--- src/rtl/prog_loader_pkg.sv ---
// Shared types and constants for the program loader.
package prog_loader_pkg;

    // Default upper nibble expected in the header byte.
    localparam logic [3:0] MAGIC_DFLT = 4'hA;

    // Width of the record counter (N-1 fits in a nibble).
    localparam int CNT_W = 4;

    typedef enum logic [2:0] {
        IDLE  = 3'd0,
        HDR   = 3'd1,
        ADDR  = 3'd2,
        DATA  = 3'd3,
        WRITE = 3'd4,
        CSUM  = 3'd5,
        RUN   = 3'd6,
        ERR   = 3'd7
    } state_t;

    // States that consume stream bytes.
    function automatic logic ready_of(input state_t s);
        return (s == HDR) || (s == ADDR) || (s == DATA) || (s == CSUM);
    endfunction

    // States during which the CPU must be held off.
    function automatic logic busy_of(input state_t s);
        return (s == HDR) || (s == ADDR) || (s == DATA) || (s == WRITE) || (s == CSUM);
    endfunction

endpackage

--- src/rtl/prog_loader.sv ---
// Streams {addr,data} records into program RAM, validates header and checksum,
// then enables the instruction counter on success.
module prog_loader
    import prog_loader_pkg::*;
#(
    parameter logic [3:0] MAGIC = MAGIC_DFLT
) (
    input  logic       clk,
    input  logic       clr,
    input  logic       start,
    input  logic [7:0] in_data,
    input  logic       in_valid,
    output logic       in_ready,
    output logic       PR,
    output logic [3:0] AddrM,
    output logic [7:0] Prog,
    output logic       busy,
    output logic       run,
    output logic       err
);

    state_t           state;
    state_t           nxt;
    logic [CNT_W-1:0] cnt;
    logic [7:0]       acc;
    logic             xfer;

    // in_ready is registered from the next state, so it always reflects the current state
    assign xfer = in_valid & in_ready;

    // Next-state decode; only a completed handshake advances the byte-consuming states
    always_comb begin
        nxt = state;
        case (state)
            IDLE:    if (start) nxt = HDR;
            HDR:     if (xfer)  nxt = (in_data[7:4] == MAGIC) ? ADDR : ERR;
            ADDR:    if (xfer)  nxt = (in_data[7:4] == 4'h0) ? DATA : ERR;
            DATA:    if (xfer)  nxt = WRITE;
            WRITE:              nxt = (cnt != '0) ? ADDR : CSUM;
            CSUM:    if (xfer)  nxt = (in_data == acc) ? RUN : ERR;
            RUN,
            ERR:     if (start) nxt = HDR;
            default:            nxt = IDLE;
        endcase
    end

    // State, registered outputs, address/data latches, checksum and record counter
    always_ff @(posedge clk) begin
        if (clr) begin
            state    <= IDLE;
            in_ready <= 1'b0;
            busy     <= 1'b0;
            PR       <= 1'b0;
            run      <= 1'b0;
            err      <= 1'b0;
            AddrM    <= 4'h0;
            Prog     <= 8'h00;
            acc      <= 8'h00;
            cnt      <= '0;
        end else begin
            state    <= nxt;
            in_ready <= ready_of(nxt);
            busy     <= busy_of(nxt);
            PR       <= (nxt == WRITE);
            run      <= (nxt == RUN);
            err      <= (nxt == ERR);
            case (state)
                IDLE, RUN, ERR: begin
                    // a new load starts with a fresh checksum
                    if (start) acc <= 8'h00;
                end
                HDR: begin
                    if (xfer) cnt <= in_data[CNT_W-1:0];
                end
                ADDR: begin
                    if (xfer && in_data[7:4] == 4'h0) begin
                        acc   <= acc + in_data;
                        AddrM <= in_data[3:0];
                    end
                end
                DATA: begin
                    if (xfer) begin
                        acc  <= acc + in_data;
                        Prog <= in_data;
                    end
                end
                WRITE: begin
                    cnt <= cnt - CNT_W'(1);
                end
                default: ;
            endcase
        end
    end

endmodule

--- config.mk ---
export PLATFORM = sky130hd
export DESIGN_NAME = prog_loader
export DESIGN_NICKNAME = d
export VERILOG_FILES = /design/src/rtl/prog_loader_pkg.sv /design/src/rtl/prog_loader.sv
export SDC_FILE = /design/constraint.sdc
export NUM_CORES = 1
export LEC_CHECK = 0
export CORE_ASPECT_RATIO = 1.5
export CORE_MARGIN = 2
export CORE_UTILIZATION = 55
export CTS_CLUSTER_SIZE = 30
export DETAILED_ROUTE_END_ITERATION = 7
export PLACE_DENSITY = 0.82
export SLEW_MARGIN = 0
export SYNTH_ARGS = -nofsm -noshare
export SYNTH_HDL_FRONTEND = slang
export SYNTH_SLANG_ARGS = --single-unit
--- constraint.sdc ---
create_clock -name clk -period 4.15 [get_ports clk]
set_input_delay 0.83 -clock clk [delete_from_list [all_inputs] [get_ports clk]]
set_output_delay 0.83 -clock clk [all_outputs]
set_load 0.01 [all_outputs]
* Yosys cells after proc, flatten, opt, wreduce, memory -nomap -nowiden *
Index checks and enable logic that the tools add are counted.

operators by class
  add/sub/neg operators = 2
  eq/ne operators = 20
  muxes and demuxes = 16
  bitwise gates (word level) = 1
  reductions and logical operators = 16

operators by type and width
  kind                   count
  $eq A3 B3 Y1 const B   8
  $mux W3                8
  $mux W8                3
  $pmux W8 S3            1
  $pmux W3 S6            1
  $eq A3 B2 Y1 const B   4
  $add A8 B8 Y8          1
  $eq A8 B8 Y1           1
  $pmux W4 S2            1
  $eq A3 B1 Y1 const B   2
  $ne A2 B2 Y1 const B   3
  $reduce_and A2 Y1      3
  $logic_or A1 B1 Y1     5
  $eq A4 B4 Y1 const B   1
  $logic_not A4 Y1       1
  $mux W4                1
  $reduce_and A4 Y1      1
  $reduce_bool A4 Y1     1
  $sub A4 B1 Y4 const B  1
  $logic_not A3 Y1       1
  $reduce_bool A3 Y1     1
  $reduce_or A3 Y1       1
  $ne A2 B1 Y1 const B   1
  $reduce_bool A2 Y1     1
  other kinds (3)        3

word-level totals
  register bits = 32
  bits of input ports = 12
  output and inout bits = 17
  word-level logic and storage cells = 65

* Depth between registers and ports, before layout *
Gate-level depths: netlist (run 1).

  depth after elaboration = 9
  depth in mapped cells = 8
  gate-level depth less buffers = 8

* Worst setup path before layout (run 1) *
OpenSTA, ideal clock, no wires.

  path type = input to register
  start = input port in_data[5]
  end = register busy
  setup time = 0.074 ns
  arrival time = 2.530 ns
  data required time = 4.076 ns
  slack = 1.546 ns
  stages on the path = 6
  path buffers = 0
  cell sequence = ha_1 or4_1 nor4_1 o32ai_1 or2_2 a31oi_1

on the way
  cells in the longest elaborated chain, start to end = 9
  elaborated cells between the ends (all ways) = 19
  classes of those cells = eq/ne: 7; mux: 7; reduce/logical: 5

RTL lines
  item                                                 line                                                     text
  from (decl)                                          prog_loader.sv:11                                        input logic [7:0] in_data,
  $eq A8 B8 Y1, or another cell as far along           prog_loader.sv:40                                        CSUM: if (xfer) nxt = (in_data == acc) ? RUN : ERR;
  $mux W1, or another cell as far along                prog_loader.sv:40
  $mux W3, on equally long branches                    prog_loader.sv:40, prog_loader.sv:36, prog_loader.sv:37
  $pmux W3 S6 (*)                                      prog_loader.sv:34                                        case (state)
  $eq A3 B1 Y1 / $eq A3 B2 Y1 (equally long branches)  prog_loader_pkg.sv:28                                    return (s == HDR) || (s == ADDR) || (s == DATA) || (s == WRITE) || (s == CSUM);
  $logic_or A1 B1 Y1 (3 in series)                     prog_loader_pkg.sv:28
  $logic_or A1 B1 Y1 (*)                               prog_loader_pkg.sv:28
  to (signal assigned)                                 prog_loader.sv:63                                        busy <= busy_of(nxt);
  to (decl)                                            prog_loader.sv:17                                        output logic busy,

Every way passes the cells marked *; elsewhere a longest branch is shown, timed or not.
A chain may end at the register's enable or synchronous reset.

* Worst setup path in the final report (run 1) *
Ends and elaborated chain as after synthesis.

==> results of run 1 <==
==> final cells by class <==
type                       count  area, sq um
sequential                    32          641
multi-input combinational    153         1070
inverter                       8         30.0
clock buffer                   6         82.6
clock inverter                 2         10.0
timing repair buffer          30          295
fill                         245          945
tap                           40         50.0
==> stage by stage <==
step | instances | setup WS (ns)
after floorplan | 200 | 1.55
after global placement | 263 | 0.955
after detailed placement | 263 | 0.887
after CTS | 271 | 1.18
after global routing | 271 | 0.992
final | 271 | 1.16
==> sequential cells by signal, summed over array words and instances, names as in the netlist <==
| signal | flops |
|---|---|
| acc | 8 |
| state | 3 |
| run | 1 |
| in_ready | 1 |
| Prog | 8 |
| AddrM | 4 |
| busy | 1 |
| err | 1 |
| PR | 1 |
| cnt | 4 |
==> routing by layer <==
layer,GRT usage,routed length (um)
met1,0.240,1690
met2,0.442,2340
met3,0.0528,155
met4,0.153,129
met5,0,0
==> Yosys cell counts, drive strengths merged, types with 3 or more instances <==
cell    count
nor3b       3
nand2      10
o31ai       3
nor3        6
or4         3
mux2i      14
a21oi      13
nor2b       8
nand3       5
dfxtp      32
a21o        3
nor2       22
or3         5
ha          8
o21ai       9
clkbuf      5
inv         8
==> path summary, 6_finish.rpt <==
check	startpoint	end	slack, ns
hold / removal	acc[2]	acc[2]	0.46
setup / recovery	in_data[5]	busy	1.16
hold reg to reg	acc[2]	acc[2]	0.46
setup reg to reg	acc[5]	busy	1.91
==> cells by family after synthesis <==
| kind of cell | Yosys count | share of synthesized area |
|---|---|---|
| and+or+nand+nor | 77 | 0.244 |
| AOI/OAI and AO/OA | 50 | 0.199 |
| DFF | 32 | 0.360 |
| buffers and inverters | 15 | 0.0365 |
| muxes | 14 | 0.0787 |
| adders and majority gates | 9 | 0.0675 |
| xor gates and xnor gates | 3 | 0.0148 |
==> power by group through the flow <==
| stage | logic [mW] | clock network (mW) | registers, mW |
|---|---|---|---|
| after floorplan | 0.247 | 0 | 0.374 |
| after global placement | 0.310 | 0 | 0.392 |
| after detailed placement | 0.320 | 0 | 0.393 |
| after CTS | 0.323 | 0.248 | 0.387 |
| after global routing | 0.358 | 0.259 | 0.394 |
| final | 0.327 | 0.244 | 0.388 |
==> worst register-to-register path, cell delays in order, from the launching register on <==
cell and delay [ns]:
dfxtp_1 0.31, ha_1 0.34, or4_1 0.52, nor4_1 0.27, o32ai_1 0.21, or2_2 0.33
a31oi_1 0.18
==> reports/metrics.cfg, run 1 <==
[synth]
syn_avg_cell_area_sq_um = 8.90
synth_warnings = 0
synth_area_leaders = dfxtp_1, mux2i_1, ha_1
async_reset_ff_frac = 0
ys_ff_latch = 32
syn_inst = 200
synth_fp_nets = 221
synth-main-ff-cell = dfxtp_1
synth_top_area_frac = 0.360
synth_cell_types = 57
synth-edff-count = 0
netlist_area_sq_mm = 0.00178
synth_top_area_cell = dfxtp_1
synth_seq_area_share = 0.360

[worst_setup_path]
critPathKind = in -> reg
cp-start-kind = input port
worst-path-buf-inv = 1
max_stage_delay_ns = 0.52
cp.depth = 7
worstPathArrival_ns = 3.19
worstPathMaxFanout = 6
crit_slowest_cell = or4_1
critPathCaptureType = register
cpLargestDelayFamily = simple AND/OR/NAND/NOR gates
crit_chain = clkdlybuf4s50_1 > ha_1 > or4_1 > nor4_1 > o32ai_1 > or2_2 > a31oi_1
cp.required_ns = 4.36
rr_worst_depth = 6

[clock_network]
postCtsSetupBuffers = 0
cts_made_buffers = 5
clk_pin_slew_ns = 0.07
cts-root-buf = clkbuf_8
clockBufferDepth = 2
cts.htree.levels = 2
cts_resized = 0
cts_tree = built
postCtsHoldBufs = 0
clock_latency_ns = 0.28
cts_sinks = 32

[pwr]
p_sw_mw = 0.334
p_per_area_mw_per_mm2 = 439
p_comb_frac = 0.341
total_power_mw = 0.960
cellLeakagePower_nw = 0.818
intPower_mw = 0.625
pwr-share-clk = 0.255
ir_worst_vdd_uv = 318
power_frac_seq = 0.404
swShare = 0.349

[sta]
rsz0062_at_grt = false
worstMarginPinSlew_ns = 0.609
setup-violations-final = 0
post-route-min-period_ns = 2.99
fin_crit_sh = 0.720
fin_hold_ws_ns = 0.462
clock.fmax_mhz = 335
finalClockSkew_ns = 0.00433
maxSlewViolCount = 0
finalHoldViolations = 0
slew_headroom = 0.593
tns_ns = 0

[grt]
grt_max_degree = 26
track_usage = 0.240
antenna_found_initial = 0
grt_pass1_vias = 1591
grt_pass1_wl_mm = 6.74
overflow = 0

[detailed_routing]
num_vias = 1652
drc = 0
drt_iter0_markers = 61
drt-wirelength-per-cell_um = 15.9
ant_nets = 0
via_per_inst = 6.10
firstDrtPassIters = 4
wirelength_mm = 4.32

[final_layout]
drive_gt1_frac = 0.0996
layout_commonest_cell = dfxtp_1
syn_to_final_growth_pct = 22.6
diodes = 0
final_cell_mix = dfxtp_1, clkdlybuf4s50_1, nor2_1
layout.nets = 251
fin_area_sq_mm = 0.00218
final_core_util = 0.698

[die]
num_io_pins = 29
die_y_um = 73.7
dieArea_sq_mm = 0.00372
die_w_um = 50.5
core_region_area_sq_mm = 0.00313
rows = 25
start_util = 0.569

[min_path]
hp-class = reg -> reg
worstHoldPathCells = 2

[status]
outcome = finished, final reports clean

[job]
max_cap_violations = 0

[placed_design]
port_buffers = 28
gp_congestion = 0.890
placed_area_sq_mm = 0.00209
hpwlAfterDp_mm = 3.14

Note: power is estimated with default switching activity, not from simulation.
==> inputs of run 2 (changes only) <==
--- a/config.mk
+++ b/config.mk
@@ -7,10 +7,10 @@
 export LEC_CHECK = 0
 export CORE_ASPECT_RATIO = 1.5
 export CORE_MARGIN = 2
-export CORE_UTILIZATION = 55
+export CORE_UTILIZATION = 53
 export CTS_CLUSTER_SIZE = 30
 export DETAILED_ROUTE_END_ITERATION = 7
-export PLACE_DENSITY = 0.82
+export PLACE_DENSITY = 0.79
 export SLEW_MARGIN = 0
 export SYNTH_ARGS = -nofsm -noshare
 export SYNTH_HDL_FRONTEND = slang
==> constraint.sdc (replaced) <==
create_clock -name clk -period 3 [get_ports clk]
set_input_delay 0.6 -clock clk [delete_from_list [all_inputs] [get_ports clk]]
set_output_delay 0.6 -clock clk [all_outputs]
set_load 0.01 [all_outputs]
==> run 2 against run 1 <==
Power is 35% higher. Setup slack worse by 0.82 ns. Global-route usage is 1.0 points higher. Critical path type unchanged. Final area grew 2.1%. Largest cell class unchanged. Sequential power increased by 38%. Critical endpoint unchanged. First-iteration DRC count decreased by 4.9%.
==> reports/metrics.cfg, run 2 (synthesized netlist as in run 1, its figures left out) <==
[sta]
slew_headroom = 0.600  ; +0.00733
tns_ns = 0  ; unchanged
setup_slack_ns = 0.343  ; -0.820 ns
rsz0062_at_grt = false
setup-violations-final = 0  ; unchanged
post-route-min-period_ns = 2.66
worstMarginPinSlew_ns = 0.599  ; -0.0104 ns
finalHoldViolations = 0  ; unchanged
fin_crit_sh = 0.886
maxSlewViolCount = 0  ; unchanged
finalClockSkew_ns = 0.00936  ; +0.00503 ns
clock.fmax_mhz = 376

[grt]
grt_pass1_vias = 1614  ; +1.4%
track_usage = 0.250  ; +0.0100
antenna_found_initial = 0  ; unchanged
grt_pass1_wl_mm = 7.22  ; +7.2%
grt_max_degree = 26  ; unchanged
overflow = 0  ; unchanged

[final_layout]
layout.nets = 259  ; +3.2%
diodes = 0  ; unchanged
layout_commonest_cell = dfxtp_1
drive_gt1_frac = 0.122  ; +0.0223
reg_top3 = Prog (8), acc (8)
final_cell_mix = dfxtp_1, clkdlybuf4s50_1, nor2_1
syn_to_final_growth_pct = 25.2

[clock_network]
postCtsHoldBufs = 0  ; unchanged
cts_resized = 0  ; unchanged
cts.htree.levels = 2  ; unchanged
clock_latency_ns = 0.28  ; about the same
postCtsSetupBuffers = 0  ; unchanged
cts_sinks = 32  ; unchanged
cts_tree = built
clk_pin_slew_ns = 0.06  ; about the same
clockBufferDepth = 2  ; unchanged
cts_made_buffers = 5  ; unchanged
cts-root-buf = clkbuf_8

[detailed_routing]
firstDrtPassIters = 4  ; unchanged
ant_nets = 0  ; unchanged
drt_iter0_markers = 58  ; -4.9%
via_per_inst = 5.85  ; -4.1%
drt-wirelength-per-cell_um = 15.7  ; -1.4%
drc = 0  ; unchanged
wirelength_mm = 4.37  ; +1.2%
num_vias = 1626  ; -1.6%

[die]
num_io_pins = 29  ; unchanged
core_region_area_sq_mm = 0.00319  ; +2.0%
start_util = 0.558  ; -0.0112
rows = 25  ; unchanged
dieArea_sq_mm = 0.00385  ; +3.5%
die_y_um = 75.0  ; +1.8%
die_w_um = 51.3  ; +1.7%

[worst_setup_path]
cp-start-kind = input port
critPathCaptureType = register
critPathKind = in -> reg
worstPathArrival_ns = 2.86  ; -0.33 ns
cp.required_ns = 3.20  ; -1.16 ns
worstPathMaxFanout = 5  ; -1

[min_path]
hp-class = reg -> reg

[job]
max_cap_violations = 0  ; unchanged

[placed_design]
pre_cts_ws_ns = 0.0537  ; -0.834 ns
hpwlAfterDp_mm = 3.37  ; +7.5%
port_buffers = 28  ; unchanged
gp_congestion = 0.865  ; -2.8%

[pwr]
cellLeakagePower_nw = 0.847  ; +3.6%
ir_worst_vdd_uv = 400  ; +25%
total_power_mw = 1.30  ; +35%
p_per_area_mw_per_mm2 = 583  ; +33%

[status]
outcome = finished, final reports clean

[run 2: area by class of cell]
class	count	area [sq um]
multi-input combinational	153	1070
fill	292	962
sequential	32	641
timing repair buffer	38	355
clock buffer	6	72.6
tap	40	50.0
inverter	8	30.0
clock inverter	1	5.00
[run 2: worst paths after layout]
path,startpoint,end,slack [ns],cells past startpoint
max reg2reg,acc[1],busy,0.81,6
min reg2reg,acc[0],acc[0],0.46,2
max,in_data[1],busy,0.34,7
min,acc[0],acc[0],0.46,2
[run 2: through the flow]
step	hold WS, ns	instances	cell area (sq um)	util
floorplan	0.436	200	1780	-
global placement	0.442	271	2150	0.674
detailed placement	0.453	271	2150	0.674
CTS	0.460	278	2230	0.698
global route	0.481	278	2230	0.698
finish	0.458	278	2230	0.698
[run 2: routing by layer]
layer  vias up  global-route usage  wire, um
met5         -                   0         0
met2        41               0.443      2330
met3        14              0.0496       153
met4         0               0.143       174
li1        809                   -         -
met1       762               0.279      1710
[run 2: critical path: stages]
cell and delay (ns):
clkdlybuf4s50_1 0.43, ha_1 0.33, or4_1 0.52, nor4_1 0.28, o32ai_1 0.21, or2_2 0.33, a31oi_1 0.17
[run 2: power by group]
part / switching (mW) / leakage [nW] / total (mW) / internal [mW]
combinational: 0.245 / 0.547 / 0.460 / 0.215
sequential: 0.0638 / 0.259 / 0.537 / 0.473
clock: 0.144 / 0.0410 / 0.301 / 0.157
==> inputs of run 3 (changes only) <==
--- a/config.mk
+++ b/config.mk
@@ -7,10 +7,10 @@
 export LEC_CHECK = 0
 export CORE_ASPECT_RATIO = 1.5
 export CORE_MARGIN = 2
-export CORE_UTILIZATION = 53
+export CORE_UTILIZATION = 55
 export CTS_CLUSTER_SIZE = 30
 export DETAILED_ROUTE_END_ITERATION = 7
-export PLACE_DENSITY = 0.79
+export PLACE_DENSITY = 0.82
 export SLEW_MARGIN = 0
 export SYNTH_ARGS = -nofsm -noshare
 export SYNTH_HDL_FRONTEND = slang
==> constraint.sdc (replaced) <==
create_clock -name clk -period 3.35 [get_ports clk]
set_input_delay 0.67 -clock clk [delete_from_list [all_inputs] [get_ports clk]]
set_output_delay 0.67 -clock clk [all_outputs]
set_load 0.01 [all_outputs]
==> run 3 against run 2 <==
Hold slack improved by 0.0020 ns. Combinational power decreased by 11%. Flip-flop and latch count unchanged. First-iteration DRC count decreased by 24%. Sequential power decreased by 10%. Setup slack improved by 0.23 ns. Clock power about the same. Power decreased by 8.5%. Global-route usage increased by 0.59 points. Final area decreased by 1.8%. Critical endpoint unchanged. Largest cell class unchanged.
==> reports/metrics.cfg, run 3 (synthesized netlist as in run 1, its figures left out) <==
[detailed_routing]
firstDrtPassIters = 5  ; +1
drt-wirelength-per-cell_um = 15.8  ; +0.57%
ant_nets = 0  ; unchanged
wirelength_mm = 4.30  ; -1.6%
via_per_inst = 6.04  ; +3.3%
drc = 0  ; unchanged
drt_iter0_markers = 44  ; -24%
num_vias = 1644  ; +1.1%

[sta]
slew_headroom = 0.605  ; +0.00533
fin_crit_sh = 0.829
finalHoldViolations = 0  ; unchanged
fin_hold_ws_ns = 0.460  ; +0.00197 ns
clock.fmax_mhz = 360
setup-violations-final = 0  ; unchanged
tns_ns = 0  ; unchanged
worstMarginPinSlew_ns = 0.590  ; -0.00852 ns
rsz0062_at_grt = false
finalClockSkew_ns = 0.00620  ; -0.00316 ns
maxSlewViolCount = 0  ; unchanged
post-route-min-period_ns = 2.78
setup_slack_ns = 0.573  ; +0.231 ns

[clock_network]
postCtsHoldBufs = 0  ; unchanged
cts_resized = 0  ; unchanged
clockBufferDepth = 2  ; unchanged
cts_sinks = 32  ; unchanged
cts.htree.levels = 2  ; unchanged
cts_tree = built
clk_pin_slew_ns = 0.06  ; about the same
cts-root-buf = clkbuf_8
clock_latency_ns = 0.28  ; about the same
postCtsSetupBuffers = 0  ; unchanged
cts_made_buffers = 5  ; unchanged

[status]
outcome = finished, final reports clean

[worst_setup_path]
cp.required_ns = 3.56  ; +0.36 ns
crit_slowest_cell = or4_1
cp-start-kind = input port
crit_chain = clkdlybuf4s50_1 > ha_1 > or4_1 > nor4_1 > o32ai_1 > or2_2 > a31oi_1
worstPathArrival_ns = 2.98  ; +0.12 ns
critPathCaptureType = register
cpLargestDelayFamily = simple AND/OR/NAND/NOR gates
critPathKind = in -> reg
worstPathMaxFanout = 6  ; +1
max_stage_delay_ns = 0.51  ; about the same
worst-path-buf-inv = 1  ; unchanged

[grt]
overflow = 0  ; unchanged
grt_pass1_wl_mm = 7.18  ; -0.66%
grt_pass1_vias = 1652  ; +2.4%
antenna_found_initial = 0  ; unchanged
grt_max_degree = 26  ; unchanged
track_usage = 0.256  ; +0.00594

[final_layout]
layout_commonest_cell = dfxtp_1
syn_to_final_growth_pct = 22.9
fin_area_sq_mm = 0.00219  ; -1.8%
layout.nets = 252  ; -2.7%
final_core_util = 0.700  ; +0.00117
fillers = 265  ; -9.2%
diodes = 0  ; unchanged
final_cell_mix = dfxtp_1, clkdlybuf4s50_1, nor2_1
reg_top3 = Prog (8), acc (8)
drive_gt1_frac = 0.0948  ; -0.0270

[placed_design]
hpwlAfterDp_mm = 3.22  ; -4.5%
pre_cts_ws_ns = 0.295  ; +0.241 ns
gp_congestion = 0.880  ; +1.7%
port_buffers = 28  ; unchanged
placed_area_sq_mm = 0.00210  ; -2.4%

[die]
rows = 25  ; unchanged
num_io_pins = 29  ; unchanged
die_w_um = 50.5  ; -1.7%
start_util = 0.569  ; +0.0112
dieArea_sq_mm = 0.00372  ; -3.4%
core_region_area_sq_mm = 0.00313  ; -2.0%
die_y_um = 73.7  ; -1.7%

[pwr]
cellLeakagePower_nw = 0.817  ; -3.5%
p_per_area_mw_per_mm2 = 543  ; -6.8%
ir_worst_vdd_uv = 392  ; -2.0%

[job]
max_cap_violations = 0  ; unchanged

[min_path]
hp-class = reg -> reg

[run 3: final cells by class]
| type | count | area [sq um] | share of cell area |
|---|---|---|---|
| timing repair buffer | 31 | 303 | 0.138 |
| sequential | 32 | 641 | 0.293 |
| multi-input combinational | 153 | 1070 | 0.491 |
| tap | 40 | 50.0 | 0.0229 |
| clock buffer | 8 | 90.1 | 0.0412 |
| inverter | 8 | 30.0 | 0.0137 |
[run 3: report_power, final]
part           internal, mW  switching, mW  total, mW
Clock                 0.167          0.131      0.298
Sequential            0.424         0.0584      0.482
Combinational         0.188          0.220      0.409
[run 3: worst reg2reg max path, stage by stage (launching register included)]
cell and delay, ns:
dfxtp_1 0.31, ha_1 0.33, or4_1 0.51, nor4_1 0.26, o32ai_1 0.20, or2_2 0.33
a31oi_1 0.16
[run 3: layer usage]
metal	track usage	vias up	part of all wire
met5	0	-	0
met4	0.168	0	0.033
li1	-	801	-
met1	0.260	789	0.37
met3	0.0508	12	0.040
met2	0.468	42	0.55
[run 3: per-stage QoR]
step                std cells  power, mW
finish                    272       1.19
global route              272       1.26
CTS                       272       1.19
detailed placement        264      0.890
global placement          264      0.869
floorplan                 200      0.769
[run 3: path summary, 6_finish.rpt]
check             start      to  slack, ns  depth (start not counted)
max reg2reg      acc[5]    busy       1.16                          6
max          in_data[5]    busy       0.57                          7
min              acc[5]  acc[5]       0.46                          2
min reg2reg      acc[5]  acc[5]       0.46                          2
